**config.mk**
```make
export PLATFORM = sky130hd
export DESIGN_NAME = systolic_seq_ctrl
export DESIGN_NICKNAME = d
export VERILOG_FILES = /design/src/rtl/systolic_seq_ctrl.sv
export SDC_FILE = /design/constraint.sdc
export NUM_CORES = 1
export LEC_CHECK = 0
export CORE_ASPECT_RATIO = 0.5
export CORE_UTILIZATION = 57
export CTS_CLUSTER_SIZE = 20
export DETAILED_ROUTE_END_ITERATION = 6
export HOLD_SLACK_MARGIN = 0.05
export PLACE_DENSITY_LB_ADDON = 0.2
export SLEW_MARGIN = 20
export SYNTH_ARGS = -nofsm -noshare
export SYNTH_HDL_FRONTEND = slang
export SYNTH_SLANG_ARGS = --single-unit
```
**constraint.sdc**
```tcl
create_clock -name clk -period 3.2 [get_ports clk]
set_clock_uncertainty 0.2 [all_clocks]
set_input_delay 0.8 -clock clk [delete_from_list [all_inputs] [get_ports clk]]
set_output_delay 0.8 -clock clk [all_outputs]
set_load 0.02 [all_outputs]
```
**src/rtl/systolic_seq_ctrl.sv**
```systemverilog
// Sequencer for the NxN output-stationary systolic array. It clears the array, streams K
// operand columns/rows from 1-cycle memories with diagonal skew, then pulses done after the drain.
//
// state   | meaning
// --------+--------------------------------------------------
// S_IDLE  | waiting for start with a non-zero k_len
// S_CLEAR | one-cycle arr_rst pulse to the PE accumulators
// S_FEED  | K cycles of operand reads, mem_addr = k
// S_DRAIN | 2N cycles while the skewed wavefront finishes
// S_DONE  | one-cycle done pulse; busy still high
module systolic_seq_ctrl #(
    parameter int N  = 9,
    parameter int DW = 4,
    parameter int KW = 4
) (
    input  logic            clk,
    input  logic            rst,
    input  logic            start,
    input  logic            abort,
    input  logic [KW-1:0]   k_len,
    output logic            mem_rd_en,
    output logic [KW-1:0]   mem_addr,
    input  logic [N*DW-1:0] a_col,
    input  logic [N*DW-1:0] b_row,
    output logic [N*DW-1:0] west_bus,
    output logic [N*DW-1:0] north_bus,
    output logic            arr_rst,
    output logic            busy,
    output logic            done
);

    localparam int CW = KW + 3;
    localparam logic [CW-1:0] DRAIN_LOAD = CW'(2 * N - 1);

    typedef enum logic [2:0] {
        S_IDLE,
        S_CLEAR,
        S_FEED,
        S_DRAIN,
        S_DONE
    } state_t;

    state_t        state, state_nxt;
    logic [KW-1:0] k_last;
    logic [KW-1:0] k_cnt;
    logic [CW-1:0] drain_cnt;
    logic          cap_vld;
    logic          flush;

    assign flush = abort && (state != S_IDLE);

    always_ff @(posedge clk) begin
        if (rst) begin
            state <= S_IDLE;
        end else begin
            state <= state_nxt;
        end
    end

    always_comb begin
        state_nxt = state;
        case (state)
            S_IDLE:  if (start && (k_len != '0)) state_nxt = S_CLEAR;
            S_CLEAR: state_nxt = S_FEED;
            S_FEED:  if (k_cnt == k_last) state_nxt = S_DRAIN;
            S_DRAIN: if (drain_cnt == '0) state_nxt = S_DONE;
            S_DONE:  state_nxt = S_IDLE;
            default: state_nxt = S_IDLE;
        endcase
        if (flush) state_nxt = S_IDLE;
    end

    assign arr_rst   = (state == S_CLEAR);
    assign mem_rd_en = (state == S_FEED);
    assign busy      = (state != S_IDLE);
    assign done      = (state == S_DONE);
    assign mem_addr  = k_cnt;

    always_ff @(posedge clk) begin
        if (rst) begin
            k_last    <= '0;
            k_cnt     <= '0;
            drain_cnt <= '0;
            cap_vld   <= 1'b0;
        end else begin
            if (state == S_IDLE && start && (k_len != '0)) begin
                k_last <= k_len - 1'b1;
            end

            // mem_addr holds through DRAIN/DONE and only returns to 0 on the way back to IDLE
            if (state_nxt == S_IDLE) begin
                k_cnt <= '0;
            end else if (state == S_FEED && state_nxt == S_FEED) begin
                k_cnt <= k_cnt + 1'b1;
            end

            if (state_nxt == S_IDLE) begin
                drain_cnt <= '0;
            end else if (state == S_FEED && state_nxt == S_DRAIN) begin
                drain_cnt <= DRAIN_LOAD;
            end else if (state == S_DRAIN && drain_cnt != '0) begin
                drain_cnt <= drain_cnt - 1'b1;
            end

            cap_vld <= mem_rd_en && !flush;
        end
    end

    // Lane i: one capture stage plus i skew stages, zero-padded whenever cap_vld is low
    for (genvar i = 0; i < N; i++) begin : g_lane
        logic [DW-1:0] a_pipe [0:i];
        logic [DW-1:0] b_pipe [0:i];

        always_ff @(posedge clk) begin
            if (rst || flush) begin
                for (int j = 0; j <= i; j++) begin
                    a_pipe[j] <= '0;
                    b_pipe[j] <= '0;
                end
            end else begin
                a_pipe[0] <= cap_vld ? a_col[i*DW +: DW] : '0;
                b_pipe[0] <= cap_vld ? b_row[i*DW +: DW] : '0;
                for (int j = 1; j <= i; j++) begin
                    a_pipe[j] <= a_pipe[j-1];
                    b_pipe[j] <= b_pipe[j-1];
                end
            end
        end

        assign west_bus[i*DW +: DW]  = a_pipe[i];
        assign north_bus[i*DW +: DW] = b_pipe[i];
    end

endmodule

```
# Word-level counts from Yosys, hierarchy flattened

Memories as Yosys holds them, arrays and structs flattened.
Cells that the tools add are included.

Memories: 18
Output and inout bits: 80
Register bits after elaboration: 19
Memory bits (writable): 360
Input bits: 80
Logic and storage cells: 263

Memories:

| name             | words | width | rd ports | clocked after memory_dff | write ports | line | RTL |
|---|---|---|---|---|---|---|---|
| g_lane[8].a_pipe | 9     | 4     | 9        | 0                        | 9           | 111  | `logic [DW-1:0] a_pipe [0:i];` |
| g_lane[8].b_pipe | 9     | 4     | 9        | 0                        | 9           | 112  | `logic [DW-1:0] b_pipe [0:i];` |
| g_lane[7].a_pipe | 8     | 4     | 8        | 0                        | 8           | 111  |  |
| g_lane[7].b_pipe | 8     | 4     | 8        | 0                        | 8           | 112  |  |
| g_lane[6].a_pipe | 7     | 4     | 7        | 0                        | 7           | 111  |  |
| g_lane[6].b_pipe | 7     | 4     | 7        | 0                        | 7           | 112  |  |
| 12 more memories | -     | -     | -        | -                        | -           | -    |  |

Bitwise operators: 88
Multiplexer cells: 120
Reduce and logical (&&, ||, !) cells: 21
Eq/ne operators: 7
Add/sub/neg operators: 3

Operator list:

| kind                | count |
|---|---|
| $mux 4              | 108 |
| $or 1x1->1          | 88 |
| $eq 3x2->1 const B  | 4 |
| $mux 3              | 4 |
| $pmux 3 s4          | 1 |
| $mux 5              | 2 |
| $logic_and 1x1->1   | 8 |
| $reduce_or 4->1     | 2 |
| $logic_not 7->1     | 1 |
| $reduce_bool 7->1   | 1 |
| $sub 7x1->7 const B | 1 |
| $logic_not 3->1     | 2 |
| $mux 1              | 5 |
| $add 4x1->4 const B | 1 |
| $eq 4x4->1          | 1 |
| $reduce_bool 4->1   | 1 |
| $sub 4x1->4 const B | 1 |
| $eq 3x1->1 const B  | 1 |
| $eq 3x3->1 const B  | 1 |
| $reduce_bool 3->1   | 1 |
| $reduce_or 3->1     | 1 |
| $reduce_bool 2->1   | 1 |
| $reduce_or 2->1     | 1 |
| $logic_not 1->1     | 1 |
| $logic_or 1x1->1    | 1 |

# Depth between registers and ports, before layout

Gate-level depths: netlist of run 1.

Depth after elaboration: 8
Mapped depth: 7
Depth with buffers taken out: 6

# Worst setup path after synthesis of run 1

Ideal clock, no wire load.

Path kind: input port to flip-flop
Start point: input k_len[0]
End point: register drain_cnt[6]
Required time: 2.873 ns
Buffers on the path: 1
Arrival time: 1.830 ns
Cell stages on the path: 7
Library setup time: 0.127 ns
Setup slack: 1.043 ns
Cell sequence: inv_1 ha_1 nor3b_1 o21ai_0 nand2b_1 buf_2 nor3b_1

Word-level cells in the longest chain between the ends: 8
Elaborated cells between the ends (all ways): 9
Classes of those cells: 1 x eq/ne; 3 x mux; 5 x reduce/logical

Ends and longest elaborated chain:

| item                               | line | RTL |
|---|---|---|
| start, declared                    | 20   | `input logic [KW-1:0] k_len,` |
| $reduce_bool 4->1 *                | 63   | `S_IDLE: if (start && (k_len != '0)) state_nxt = S_CLEAR;` |
| $logic_and 1x1->1 *                | 63   |  |
| $mux 3 *                           | 63   |  |
| $pmux 3 s4 *                       | 62   | `case (state)` |
| $mux 3 *                           | 70   | `if (flush) state_nxt = S_IDLE;` |
| $eq 3x2->1                         | 99   | `end else if (state == S_FEED && state_nxt == S_DRAIN) begin` |
| $logic_and 1x1->1                  | 99   |  |
| $reduce_or 3->1 (no source line) * | -    |  |
| end signal, assigned               | 102  | `drain_cnt <= drain_cnt - 1'b1;` |
| end, declared                      | 46   | `logic [CW-1:0] drain_cnt;` |

Every way passes the cells marked *; elsewhere a longest branch is shown, timed or not.
A chain may end at the register's enable or synchronous reset.

# Final worst setup path of run 1

Start point: register state[1]
End point: output mem_rd_en

Word-level cells in the longest chain between the ends: 1

Ends and longest elaborated chain:

| item                   | line | RTL |
|---|---|---|
| start, declared        | 43   | `state_t state, state_nxt;` |
| start signal, assigned | 56   | `state <= state_nxt;` |
| $eq 3x2->1             | 74   | `assign mem_rd_en = (state == S_FEED);` |
| end, declared          | 21   | `output logic mem_rd_en,` |

Every way passes these cells.

==> results_dict.tcl, run 1 <==
set metrics [dict create \
    layout_common_cells "dfxtp_1 (378), and2_1 (290), clkdlybuf4s50_1 (159)" \
    slew_headroom 0.5748 \
    maxSlewViolCount 0 \
    start_kind "flop" \
    clock-sinks 379 \
    r2r_cells 4 \
    setup_viol 0 \
    drt-wirelength-per-cell_um 11.99 \
    p_int_mw 6.957 \
    fp.dieArea_mm2 0.01996 \
    grt-ovfl-total 0 \
    yosysSeqAreaShare 0.6872 \
    postLayoutCellArea_mm2 0.01349 \
    area_growth_pct 22.18 \
    dr.first_iter.drc_count 237 \
    grt_max_degree 143 \
    hold_depth 1 \
    pin_count 160 \
    synth-seq-cells 379 \
    yosysWarningCount 0 \
    rows 35 \
    htree_levels 1 \
    ctsResizeCount 0 \
    track_usage 0.1571 \
    synth_area_mm2 0.01104 \
    drc 0 \
    hold_class "reg -> reg" \
    endpoint_kind "primary output" \
    grt_pass1_wl_mm 25.23 \
    pwr-share-seq 0.547 \
    via_count 5847 \
    gp_congestion 0.7361 \
    p_clk_frac 0.424 \
    finalWirelength_mm 15.68 \
    fin_util 0.7214 \
    cts_made_buffers 30 \
    p_switching_mw 1.711 \
    rsz0062_at_grt "no" \
    cts_tree "done" \
    max-cap-violations 0 \
    port-buffer-count 159 \
    tns_ps 0 \
    cp.required_ps 2200 \
    clockRootBuffer "clkbuf_16" \
    avgSynthCellArea_um2 11.99 \
    async_flop_share 0 \
    status "finished clean" \
    min_period_ps 2972 \
    dr.pass1.iters 4 \
    p_sw_frac 0.1974 \
    via_per_inst 4.470 \
    grt_antenna_before_repair 0 \
    crit_type "reg -> out" \
    postPlaceCellArea_mm2 0.01247 \
    finalNetCount 1108 \
    fp.dieW_um 198.8 \
    finalHoldViolCount 0 \
    leakagePower_nw 5.750 \
    antenna_left 0 \
    die_h_um 100.4 \
    grt_pass1_vias 5527 \
    fin_crit_sh 0.9287 \
    power.density_mw_per_mm2 642.6 \
    ir_drop_mv 0.3813 \
    clockBufferDepth 3 \
    post_cts_buffers 0 \
    hpwl_mm 9.524 \
    worstMarginPinSlew_ps 637.9 \
    arrival_ps 1970 \
    synthCells 921 \
    yosysUniqueCellTypes 41 \
    start_util 0.5904 \
    synth-main-ff-cell "dfxtp_1" \
    final_common_cell "dfxtp_1" \
    cts_hold_buf 0 \
    combPwrFrac 0.029 \
    synth-edff-count 0 \
    clk_latency_ps 530 \
    design.core.area_mm2 0.01870 \
    critPathMaxFanout 10 \
    drive_above_1_share 0.06482 \
    syn_nets 1004 \
    diodes 0 \
    n_fill_cell 1324 \
    fmax_ghz 0.3365 \
    clkSlewWorstSetupHoldPaths_ps 70 \
]
## cells in the mapped netlist (2+ instances only)
| cell type | n | area (um2) |
|---|---|---|
| a21oi_1 | 5 | 25.02 |
| nor2_1 | 9 | 33.78 |
| nand2_1 | 5 | 18.77 |
| or2_2 | 3 | 18.77 |
| clkbuf_2 | 28 | 140.1 |
| or3_1 | 4 | 25.02 |
| and2_1 | 290 | 1814 |
| buf_2 | 4 | 20.02 |
| xor2_1 | 7 | 61.31 |
| dfxtp_1 | 379 | 7587 |
| buf_4 | 41 | 307.8 |
| xnor2_1 | 5 | 43.79 |
| nand3_1 | 2 | 10.01 |
| ha_1 | 3 | 37.54 |
| o21ai_0 | 3 | 15.01 |
| nor3_1 | 2 | 10.01 |
| clkbuf_1 | 15 | 56.30 |
| a211oi_1 | 4 | 30.03 |
| inv_1 | 7 | 26.28 |
| and3_1 | 72 | 450.4 |
| buf_6 | 3 | 33.78 |
| nor4_1 | 4 | 25.02 |
| nor3b_1 | 8 | 60.06 |
## critical path, stage by stage (launching register included)
cell	delay, ps
dfxtp_1	520
nor3b_2	280
clkdlybuf4s50_1	640
## per-layer routing
metal,GRT usage,vias to the layer above,share of wire
li1,-,3057,-
met1,0.1838,2657,0.44
met2,0.2786,103,0.49
met3,0.04234,30,0.046
met4,0.05621,0,0.024
met5,0,-,0
## state kept, by name, summed over array words and instances (netlist names)
signal         flops
k_last             4
state              3
g_lane.a_pipe    180
cap_vld            1
g_lane.b_pipe    180
mem_addr           4
drain_cnt          7
## power groups by stage
stage	clock network, mW	logic, mW	registers (mW)
floorplan	0	0.138	4.84
global placement	0	0.249	4.85
detailed placement	0	0.253	4.85
CTS	3.77	0.254	4.74
global route	3.99	0.276	4.74
finish	3.67	0.251	4.74
## cell type report
| type | count | area (um2) | share of cell area |
|---|---|---|---|
| flip-flops and latches | 379 | 7591 | 0.5627 |
| inverters | 7 | 26.28 | 0.001948 |
| well taps | 259 | 324.1 | 0.02402 |
| repair buffers | 164 | 1667 | 0.1236 |
| clock inverters | 14 | 123.9 | 0.009183 |
| clock buffers | 42 | 887.1 | 0.06576 |
| multi-input cells | 443 | 2870 | 0.2128 |
## cell families after synthesis
family | synth area share
mux | 0.0009067
xor+xnor | 0.009519
buf+inv | 0.05326
compound gates | 0.01439
fa+ha+maj | 0.003400
flops | 0.6872
simple gates | 0.2313
## path summary, 6_finish.rpt
path	from	to	slack [ps]
min reg2reg	g_lane[5].a_pipe[1][0]	g_lane[5].a_pipe[2][0]	220
max	state[1]	mem_rd_en	230
min	g_lane[5].a_pipe[1][0]	g_lane[5].a_pipe[2][0]	220
max reg2reg	state[1]	g_lane[6].b_pipe[0][2]	1090
## through the flow
step | instances | setup WS [ps] | power, mW | hold WS (ps)
final | 1308 | 228.1 | 8.668 | 220.9
after global routing | 1308 | 115.0 | 9.009 | 233.6
after global placement | 1252 | 424.3 | 5.101 | 206.7
after CTS | 1308 | 116.2 | 8.768 | 222.5
after floorplan | 921 | 1043 | 4.981 | 205.7
after detailed placement | 1252 | 339.0 | 5.106 | 209.7
Note: power is estimated with default switching activity, not from simulation.
==> run 2: changes to the inputs <==
- REMOVE_ABC_BUFFERS: not set -> 1
- SKIP_LAST_GASP: not set -> 1
==> run 2 against run 1 <==
Against the previous run:
- flip-flop and latch count stayed put
- non-clock buffer count is 3 lower
- sequential share of layout area hardly changed
- critical path type unchanged
- critical endpoint unchanged
==> results_dict.tcl, run 2 (same netlist as run 1, synthesis figures left out) <==
set metrics [dict create \
    slew_headroom 0.5551 \
    finalWirelength_mm 15.39 \
    path_cells "nor3b_2 > clkdlybuf4s50_1" \
    finalHoldViolCount 0 \
    fp.dieArea_mm2 0.01996 \
    via_count 5772 \
    cp-startpoint "state[1]" \
    dr.first_iter.drc_count 209 \
    drive_above_1_share 0.06124 \
    maxSlewViolCount 0 \
    dr.pass1.iters 4 \
    antenna_left 0 \
    clk_latency_ps 550 \
    p_int_mw 7.002 \
    rsz0062_at_grt "no" \
    fmax_ghz 0.3216 \
    max-cap-violations 0 \
    setup_viol 0 \
    gp_congestion 0.7619 \
    ctsResizeCount 1 \
    via_per_inst 4.426 \
    clockRootBuffer "clkbuf_16" \
    post_cts_buffers 0 \
    drc 0 \
    power.density_mw_per_mm2 647.1 \
    hold_class "reg -> reg" \
    ir_drop_mv 0.4073 \
    rr_startpoint "state[1]" \
    grt-ovfl-total 0 \
    area_growth_pct 22.12 \
    drt-wirelength-per-cell_um 11.80 \
    combPwrFrac 0.028 \
    clock-sinks 379 \
    p_clk_frac 0.428 \
    status "finished clean" \
    postPlaceCellArea_mm2 0.01244 \
    grt_pass1_vias 5394 \
    track_usage 0.1551 \
    fin_crit_sh 0.9717 \
    finalNetCount 1105 \
    rrSetupSlack_ps 1070 \
    clockBufferDepth 3 \
    critPathSlowestCell "clkdlybuf4s50_1" \
    cp.required_ps 2200 \
    port-buffer-count 159 \
    layout_common_cells "dfxtp_1 (378), and2_1 (290), clkdlybuf4s50_1 (159)" \
    postLayoutCellArea_mm2 0.01348 \
    critPathMaxStageDelay_ps 670 \
    worstMarginPinSlew_ps 667.4 \
    grt_max_degree 191 \
    final_common_cell "dfxtp_1" \
    pin_count 160 \
    fp.dieW_um 198.8 \
    diodes 0 \
    cts_hold_buf 0 \
    grt_antenna_before_repair 0 \
    cts_tree "done" \
    start_kind "flop" \
    min_from "g_lane[8].b_pipe[0][5]" \
    arrival_ps 2110 \
    clkSlewWorstSetupHoldPaths_ps 70 \
    start_util 0.5904 \
    grt_pass1_wl_mm 24.78 \
    leakagePower_nw 5.729 \
    min_period_ps 3109 \
    design.core.area_mm2 0.01870 \
    p_switching_mw 1.724 \
    htree_levels 1 \
    rows 35 \
    power.total_mw 8.725 \
    critPathMaxFanout 10 \
    pwr-share-seq 0.544 \
    hold_depth 1 \
    p_sw_frac 0.1976 \
    reg_top3 "g_lane.a_pipe x180, g_lane.b_pipe x180, drain_cnt x7" \
    crit_type "reg -> out" \
    die_h_um 100.4 \
    r2r_cells 4 \
    cts_made_buffers 30 \
    endpoint_kind "primary output" \
    tns_ps 0 \
    hpwl_mm 9.027 \
]
## run 2: cell count changes in the layout (fill, tap and decap cells not counted)
cell	change
clkinv_8	+1
inv_6	-1
clkbuf_8	+2
buf_4	-2
clkinv_2	-6
clkinvlp_4	+2
buf_12	-1
clkinv_4	+1
## run 2: power groups by stage
stage / combinational [mW] / sequential (mW) / clock [mW]
final: 0.242 / 4.74 / 3.74
after detailed placement: 0.243 / 4.85 / 0
after global routing: 0.268 / 4.74 / 4.04
after floorplan: 0.0924 / 4.85 / 0
after global placement: 0.239 / 4.85 / 0
after CTS: 0.244 / 4.74 / 3.85
## run 2: path summary, 6_finish.rpt
path / to
setup / recovery: mem_rd_en
hold / removal: g_lane[8].b_pipe[0][9]
setup reg to reg: g_lane[5].a_pipe[0][0]
hold reg to reg: g_lane[8].b_pipe[0][9]
## run 2: area by class of cell
type	instances	area [um2]
clock buffers	44	914.6
clock inverters	11	125.1
fillers	1287	5216
inverters	7	26.28
multi-input cells	443	2870
flip-flops and latches	379	7591
well taps	259	324.1
repair buffers	161	1632
## run 2: worst max-delay path: cells and delay by family, from the launching register on
kind,cells,cell delay (ps)
buffers and inverters,1,670
and+or+nand+nor,1,360
DFF,1,530
## run 2: layer usage
metal / up-vias / wire (um) / global-route usage
li1: 3048 / - / -
met1: 2609 / 7043 / 0.1912
met2: 98 / 7268 / 0.2593
met3: 17 / 867 / 0.05444
met4: 0 / 207 / 0.04201
met5: - / 0 / 0
## run 2: per-stage QoR
step,setup slack [ps],utilization,cells,hold slack [ps]
global placement,413.3,0.6650,1249,206.7
floorplan,-1016,-,829,205.7
detailed placement,323.8,0.6652,1249,209.7
finish,90.69,0.7210,1304,221.0
global route,4.293,0.7210,1304,233.7
CTS,93.67,0.7210,1304,217.6
==> run 3: changes to the inputs <==
- ABC_CLOCK_PERIOD_IN_PS: not set -> 3200
==> results of run 3 <==
The final DEF is identical to that of run 2; final timing and power are the same.
